--- config.mk ---
export PLATFORM = sky130hd
export DESIGN_NAME = mont_mult_serial
export DESIGN_NICKNAME = d
export VERILOG_FILES = /design/src/rtl/mont_mult_serial.sv
export SDC_FILE = /design/constraint.sdc
export NUM_CORES = 1
export LEC_CHECK = 0
export BUFFER_PORTS_ARGS = -buffer_cell sky130_fd_sc_hd__clkbuf_2
export CAP_MARGIN = 20
export CORE_MARGIN = 4
export CORE_UTILIZATION = 25
export CTS_BUF_LIST = sky130_fd_sc_hd__clkbuf_4 sky130_fd_sc_hd__clkbuf_8 sky130_fd_sc_hd__clkbuf_16
export DETAILED_ROUTE_END_ITERATION = 8
export PLACE_DENSITY = 0.37
export SLEW_MARGIN = 25
export SYNTH_ARGS = -nofsm -noshare
export SYNTH_HDL_FRONTEND = slang
export SYNTH_SLANG_ARGS = --single-unit
--- constraint.sdc ---
create_clock -name i_clk -period 7.82 [get_ports i_clk]
set_input_delay 1.564 -clock i_clk [delete_from_list [all_inputs] [get_ports i_clk]]
set_output_delay 1.564 -clock i_clk [all_outputs]
set_load 0.1 [all_outputs]
--- src/rtl/mont_mult_serial.sv ---
// Bit-serial GF(p) arithmetic core.
// Computes the radix-2 Montgomery product a*b*2^-WIDTH mod p, and single-pass
// modular add and subtract. The modulus is taken from a port on each request.
module mont_mult_serial #(
    parameter int WIDTH = 32,
    parameter int CNT_W = $clog2(WIDTH)
) (
    input  logic             i_clk,
    input  logic             i_rst,
    input  logic             i_start,
    input  logic [1:0]       i_op,
    input  logic [WIDTH-1:0] i_a,
    input  logic [WIDTH-1:0] i_b,
    input  logic [WIDTH-1:0] i_p,
    output logic             o_busy,
    output logic             o_done,
    output logic [WIDTH-1:0] o_result
);

    // Two guard bits: acc + b + p stays below 4p < 2^(WIDTH+2).
    localparam int ACC_W = WIDTH + 2;
    localparam logic [CNT_W:0] CNT_LAST = (CNT_W + 1)'(WIDTH - 1);
    localparam logic [CNT_W:0] CNT_ONE  = (CNT_W + 1)'(1);

    typedef enum logic [2:0] {
        IDLE,
        RUN,
        ADDSUB,
        FIX,
        DONE
    } state_t;

    state_t             state;
    logic [ACC_W-1:0]   acc;
    logic [CNT_W:0]     cnt;
    logic [WIDTH-1:0]   a_reg;   // shifted right each iteration, a_reg[0] is the current bit
    logic [WIDTH-1:0]   b_reg;
    logic [WIDTH-1:0]   p_reg;
    logic [1:0]         op_reg;

    logic [ACC_W-1:0]   b_ext;
    logic [ACC_W-1:0]   p_ext;
    logic [ACC_W-1:0]   t_sum;
    logic [ACC_W-1:0]   t_odd;
    logic [ACC_W-1:0]   mul_next;
    logic [ACC_W-1:0]   add_val;
    logic [ACC_W-1:0]   sub_val;
    logic [WIDTH-1:0]   fix_val;

    // Datapath for one Montgomery iteration, add/sub and the final reduction.
    always_comb begin
        b_ext    = {2'b00, b_reg};
        p_ext    = {2'b00, p_reg};
        t_sum    = acc + (a_reg[0] ? b_ext : '0);
        // Adding p when odd makes the sum divisible by 2 without changing it mod p.
        t_odd    = t_sum[0] ? (t_sum + p_ext) : t_sum;
        mul_next = t_odd >> 1;
        add_val  = {2'b00, a_reg} + b_ext;
        // Bias by p so a - b never goes negative.
        sub_val  = {2'b00, a_reg} - b_ext + p_ext;
        fix_val  = (acc >= p_ext) ? WIDTH'(acc - p_ext) : acc[WIDTH-1:0];
    end

    // Control FSM with registered handshake and result outputs.
    always_ff @(posedge i_clk or posedge i_rst) begin
        if (i_rst) begin
            state    <= IDLE;
            acc      <= '0;
            cnt      <= '0;
            a_reg    <= '0;
            b_reg    <= '0;
            p_reg    <= '0;
            op_reg   <= '0;
            o_busy   <= 1'b0;
            o_done   <= 1'b0;
            o_result <= '0;
        end else begin
            case (state)
                IDLE: begin
                    o_done <= 1'b0;
                    if (i_start) begin
                        a_reg  <= i_a;
                        b_reg  <= i_b;
                        p_reg  <= i_p;
                        op_reg <= i_op;
                        acc    <= '0;
                        cnt    <= '0;
                        o_busy <= 1'b1;
                        state  <= (i_op == 2'b01 || i_op == 2'b10) ? ADDSUB : RUN;
                    end
                end
                RUN: begin
                    acc   <= mul_next;
                    a_reg <= a_reg >> 1;
                    cnt   <= cnt + CNT_ONE;
                    if (cnt == CNT_LAST) begin
                        state <= FIX;
                    end
                end
                ADDSUB: begin
                    acc   <= (op_reg == 2'b10) ? sub_val : add_val;
                    state <= FIX;
                end
                FIX: begin
                    o_result <= fix_val;
                    o_done   <= 1'b1;
                    state    <= DONE;
                end
                DONE: begin
                    o_done <= 1'b0;
                    o_busy <= 1'b0;
                    state  <= IDLE;
                end
                default: begin
                    state <= IDLE;
                end
            endcase
        end
    end

endmodule

==> results_tabular.tex <==
\begin{tabular}{lr}
\hline
Metric & Value \\
\hline
\multicolumn{2}{l}{\textbf{Run status}} \\
\quad Status & completed \\
\multicolumn{2}{l}{\textbf{Global route}} \\
\quad Global Route Usage Sum & 17.46\% \\
\quad Largest net degree at the start of global routing & roughly 120 \\
\quad Vias in the first global route & $\sim$17000 \\
\quad First-pass GRT wire length & between 100 and 150 mm \\
\quad Total overflow reported by the global router & 0 \\
\quad Number of antenna violations at the first check in global routing & 1 \\
\multicolumn{2}{l}{\textbf{Clocking}} \\
\quad Post-CTS setup buffer count & 0 \\
\quad Post-cts hold buffer count & 0 \\
\quad Clock tree root driver cell & sky130\_fd\_sc\_hd\_\_clkbuf\_16 \\
\quad Clock transition at the registers of the reported paths & roughly 0.080 ns \\
\quad Insertion delay of the later-clocked pin in the worst-skew pair & around 0.5 ns \\
\quad CTS tree & done \\
\quad Number of buffers created by CTS & 17 \\
\quad TritonCTS Sinks & $\sim$180 \\
\quad Buffer depth of the longest clock path & 2 \\
\quad Deepest level of the CTS H-tree & 4 \\
\quad Resize count post-CTS & 0 \\
\multicolumn{2}{l}{\textbf{Yosys}} \\
\quad Mux contribution to synthesized area & under 10\% \\
\quad Share of async-settable or async-resettable flops after synthesis & 100.0\% \\
\quad YS warnings & 0 \\
\quad Number of unique standard cell types used by synthesis & 78 \\
\quad Gate count after technology mapping & about 2200 \\
\quad Nets in the synthesized netlist & $\sim$2500 \\
\quad Simple-gate share of the synthesized area & about 17\% \\
\quad Xor/xnor share of the synthesized area & approximately 8.2\% \\
\quad Mean area per synthesized cell & about 7.8 sq um \\
\quad Largest family of logic cells by synthesized area & compound AO/OA/AOI/OAI gates \\
\quad Cell area after technology mapping & 17630 sq um \\
\quad Number of synthesized register bits & between 150 and 200 \\
\quad Share of synthesized area occupied by flip-flops and latches & approximately a quarter \\
\quad Complex-gate fraction of the synthesized area & between 20 and 30\% \\
\quad Predominant post-synthesis flop cell & sky130\_fd\_sc\_hd\_\_dfrtp\_1 \\
\quad Synth Area in Adders & 14.31\% \\
\quad Post-synth EDFFs & 0 \\
\multicolumn{2}{l}{\textbf{Place}} \\
\quad GPL Wtd Cong & around 0.9 \\
\quad HPWL after detailed placement & 52.74 mm \\
\quad Port-buffer cells & 134 \\
\quad Post-placement cell area & between 15000 and 20000 sq um \\
\multicolumn{2}{l}{\textbf{Setup path}} \\
\quad Reg2Reg Setup Slack & roughly 1.9 ns \\
\quad Critical R2R Capture & acc[30] \\
\quad Crit path from & a\_reg[0] \\
\quad Kind of start point of the critical path & flop \\
\quad Start-to-end type of the worst setup path & flop to flop \\
\quad Maximum fanout encountered on the critical timing path & 32 \\
\quad Depth of the worst register-to-register path & 26 \\
\quad Arrival time of data at the critical path endpoint & around 6.3 ns \\
\quad FF-to-FF Start & a\_reg[0] \\
\quad Data required time of the worst path & about 8.2 ns \\
\quad Category of the worst setup path capture point & flop \\
\multicolumn{2}{l}{\textbf{Floorplan}} \\
\quad Std-Cell Rows & 97 \\
\quad I/O pin count & approximately 140 \\
\quad Die Span X & about 270 microns \\
\quad Die boundary height & about 270 microns \\
\quad Starting density of the core & 25.21\% \\
\quad Core box area & $\sim$70000 sq um \\
\quad Die Footprint & between 70000 and 80000 sq um \\
\multicolumn{2}{l}{\textbf{Routing}} \\
\quad Detail Route Antenna Nets & 0 \\
\quad Mean number of vias per cell & 5.053 \\
\quad Mean routed wirelength per cell & about 20 microns \\
\quad Via total after detailed routing & between 15000 and 20000 \\
\quad Drt first pass iters & 6 \\
\quad DRC & 0 \\
\quad Overall routed net length & $\sim$66 mm \\
\quad Iteration-0 DRC Markers & about 900 \\
\multicolumn{2}{l}{\textbf{Min path}} \\
\quad Startpoint of the lowest-slack hold path & o\_result[22] \\
\quad Path type of the worst min-delay path & flop to flop \\
\quad Worst hold path endpoint & o\_result[22] \\
\quad Hold path cells & 2 \\
\multicolumn{2}{l}{\textbf{STA}} \\
\quad Relative max-transition margin & between 40\% and 50\% \\
\quad RSZ-0062 raised after global routing & false \\
\quad Fin. max-slew vios & 0 \\
\quad Final number of hold-violating endpoints & 0 \\
\quad Final worst path period need & roughly 6 ns \\
\quad Highest achievable clock rate & 168.7 MHz \\
\quad Measured slew at the worst slew-check pin & roughly 0.87 ns \\
\quad Layout Skew & between 0.015 and 0.02 ns \\
\quad Period Utilization, post-route & between 70\% and 80\% \\
\quad Count of endpoints failing setup in the final report & 0 \\
\quad Final setup TNS & 0 ns \\
\multicolumn{2}{l}{\textbf{Cells and area}} \\
\quad Number of fillers in the final layout & about 7700 \\
\quad Most flops, register & acc \\
\quad Flip-flop count of the largest register after layout & 34 \\
\quad Synthesis-to-layout area growth & 13.22\% \\
\quad \# diodes & 0 \\
\quad Number of nets at the end of the flow & approximately 2600 \\
\quad Design Area, Final & 19960 sq um \\
\quad Share of cells above drive strength 1 & a little under a tenth \\
\multicolumn{2}{l}{\textbf{Flow run}} \\
\quad Max Cap Viol & 0 \\
\hline
\end{tabular}
metrics by stage:
step | hold WS (ns) | std cells | worst slack [ns] | utilization (%)
global route | 0.5022 | 3278 | 1.345 | 28.55
floorplan | 0.4527 | 2248 | 1.511 | -
finish | 0.4794 | 3278 | 1.891 | 28.55
CTS | 0.4898 | 3278 | 1.846 | 28.54
detailed placement | 0.4722 | 3246 | 1.884 | 27.59
global placement | 0.4697 | 3246 | 1.960 | 27.58
synthesized netlist by cell type (7+ instances only):
master	count	area, sq um
sky130_fd_sc_hd__a211oi_1	31	232.7
sky130_fd_sc_hd__o211ai_1	24	180.2
sky130_fd_sc_hd__o221ai_1	7	61.31
sky130_fd_sc_hd__nor2b_1	21	131.4
sky130_fd_sc_hd__nor2_1	177	664.4
sky130_fd_sc_hd__xnor2_1	120	1051
sky130_fd_sc_hd__o22ai_1	8	50.05
sky130_fd_sc_hd__xor2_1	45	394.1
sky130_fd_sc_hd__a21oi_1	172	860.8
sky130_fd_sc_hd__a221o_1	8	80.08
sky130_fd_sc_hd__a22oi_1	38	285.3
sky130_fd_sc_hd__a2111oi_0	7	61.31
sky130_fd_sc_hd__mux2_2	8	90.09
sky130_fd_sc_hd__nor3b_1	8	60.06
sky130_fd_sc_hd__and3_1	20	125.1
sky130_fd_sc_hd__ha_1	192	2402
sky130_fd_sc_hd__nor4_1	7	43.79
sky130_fd_sc_hd__nor3_1	35	175.2
sky130_fd_sc_hd__nand2_1	267	1002
sky130_fd_sc_hd__a31oi_1	19	118.9
sky130_fd_sc_hd__o21a_1	22	165.2
sky130_fd_sc_hd__o21ai_0	205	1026
sky130_fd_sc_hd__mux2i_1	37	370.4
sky130_fd_sc_hd__nand3_1	46	230.2
sky130_fd_sc_hd__a221oi_1	7	61.31
sky130_fd_sc_hd__o21bai_1	31	232.7
sky130_fd_sc_hd__clkbuf_1	83	311.6
sky130_fd_sc_hd__dfrtp_1	175	4379
sky130_fd_sc_hd__nand4_1	18	112.6
sky130_fd_sc_hd__a21o_1	83	623.1
sky130_fd_sc_hd__and2_1	9	56.30
sky130_fd_sc_hd__inv_1	141	529.3
sky130_fd_sc_hd__o31ai_1	14	105.1
sky130_fd_sc_hd__or3_1	11	68.82
sky130_fd_sc_hd__nand2b_1	32	200.2
worst max-delay path, stage by stage, from the launching register on:
cell and delay (ns):
sky130_fd_sc_hd__dfrtp_1 0.40, sky130_fd_sc_hd__inv_1 0.06, sky130_fd_sc_hd__buf_4 0.32, sky130_fd_sc_hd__ha_1 0.24
sky130_fd_sc_hd__inv_1 0.06, sky130_fd_sc_hd__fa_1 0.39, sky130_fd_sc_hd__a21o_1 0.19, sky130_fd_sc_hd__a41oi_1 0.30
sky130_fd_sc_hd__a31oi_1 0.21, sky130_fd_sc_hd__a221o_1 0.41, sky130_fd_sc_hd__a21oi_1 0.29, sky130_fd_sc_hd__nor2_1 0.07
sky130_fd_sc_hd__nor2_1 0.16, sky130_fd_sc_hd__o21ai_0 0.12, sky130_fd_sc_hd__a21oi_1 0.20, sky130_fd_sc_hd__xnor2_1 0.10
sky130_fd_sc_hd__ha_1 0.26, sky130_fd_sc_hd__a21o_1 0.17, sky130_fd_sc_hd__a21o_1 0.18, sky130_fd_sc_hd__a21o_1 0.19
sky130_fd_sc_hd__a211o_1 0.32, sky130_fd_sc_hd__a21oi_1 0.12, sky130_fd_sc_hd__a21boi_0 0.35, sky130_fd_sc_hd__xor2_1 0.17
sky130_fd_sc_hd__nor2_1 0.06, sky130_fd_sc_hd__nor4b_1 0.32, sky130_fd_sc_hd__o21ai_0 0.13
cells by family (layout without fill, tap and decap cells):
| family | after synthesis | in the layout |
|---|---|---|
| compound gates | 753 | 753 |
| simple gates | 678 | 678 |
| flops | 175 | 175 |
| fa+ha+maj | 198 | 198 |
| xor+xnor | 165 | 165 |
| buf+inv | 233 | 323 |
| mux | 46 | 46 |
layout by cell type, fill, tap and decap left out, drive strengths merged, types with 20 or more instances in the layout:
cell type  count
nand3         46
o21bai        31
o211ai        24
and3          20
ha           192
nor2b         21
a22oi         38
nor2         177
o21a          22
xnor2        120
nand2        267
inv          144
xor2          45
a21oi        173
mux2i         37
a211oi        34
clkbuf       152
o21ai        210
nand2b        32
dfrtp        175
a21o          83
nor3          35
layout make-up:
cell class,instances,area [sq um],area share (%)
clock inverters,14,226.5,1.135
inverters,141,541.8,2.715
flip-flops and latches,175,4379,21.94
well taps,940,1176,5.893
repair buffers,150,790.8,3.962
multi-input cells,1840,12400,62.15
clock buffers,18,439.2,2.201
worst max path at each step:
stage | cells past startpoint | end | slack, ns
global placement | 23 | acc[26] | 1.96
floorplan | 1 | a_reg[0] | 1.51
global route | 26 | acc[30] | 1.35
detailed placement | 26 | acc[30] | 1.88
CTS | 26 | acc[30] | 1.85
finish | 26 | acc[30] | 1.89
routing by layer:
metal | track usage [%] | vias to the layer above | wire [microns]
met5 | 0 | - | 8
met4 | 5.732 | 2 | 1586
met3 | 2.963 | 82 | 3190
met2 | 26.37 | 397 | 27860
met1 | 25.19 | 7819 | 32910
li1 | - | 8263 | -
Power is not shown: default switching activity piles up to over one toggle a cycle in this logic, so the estimate is an artifact.
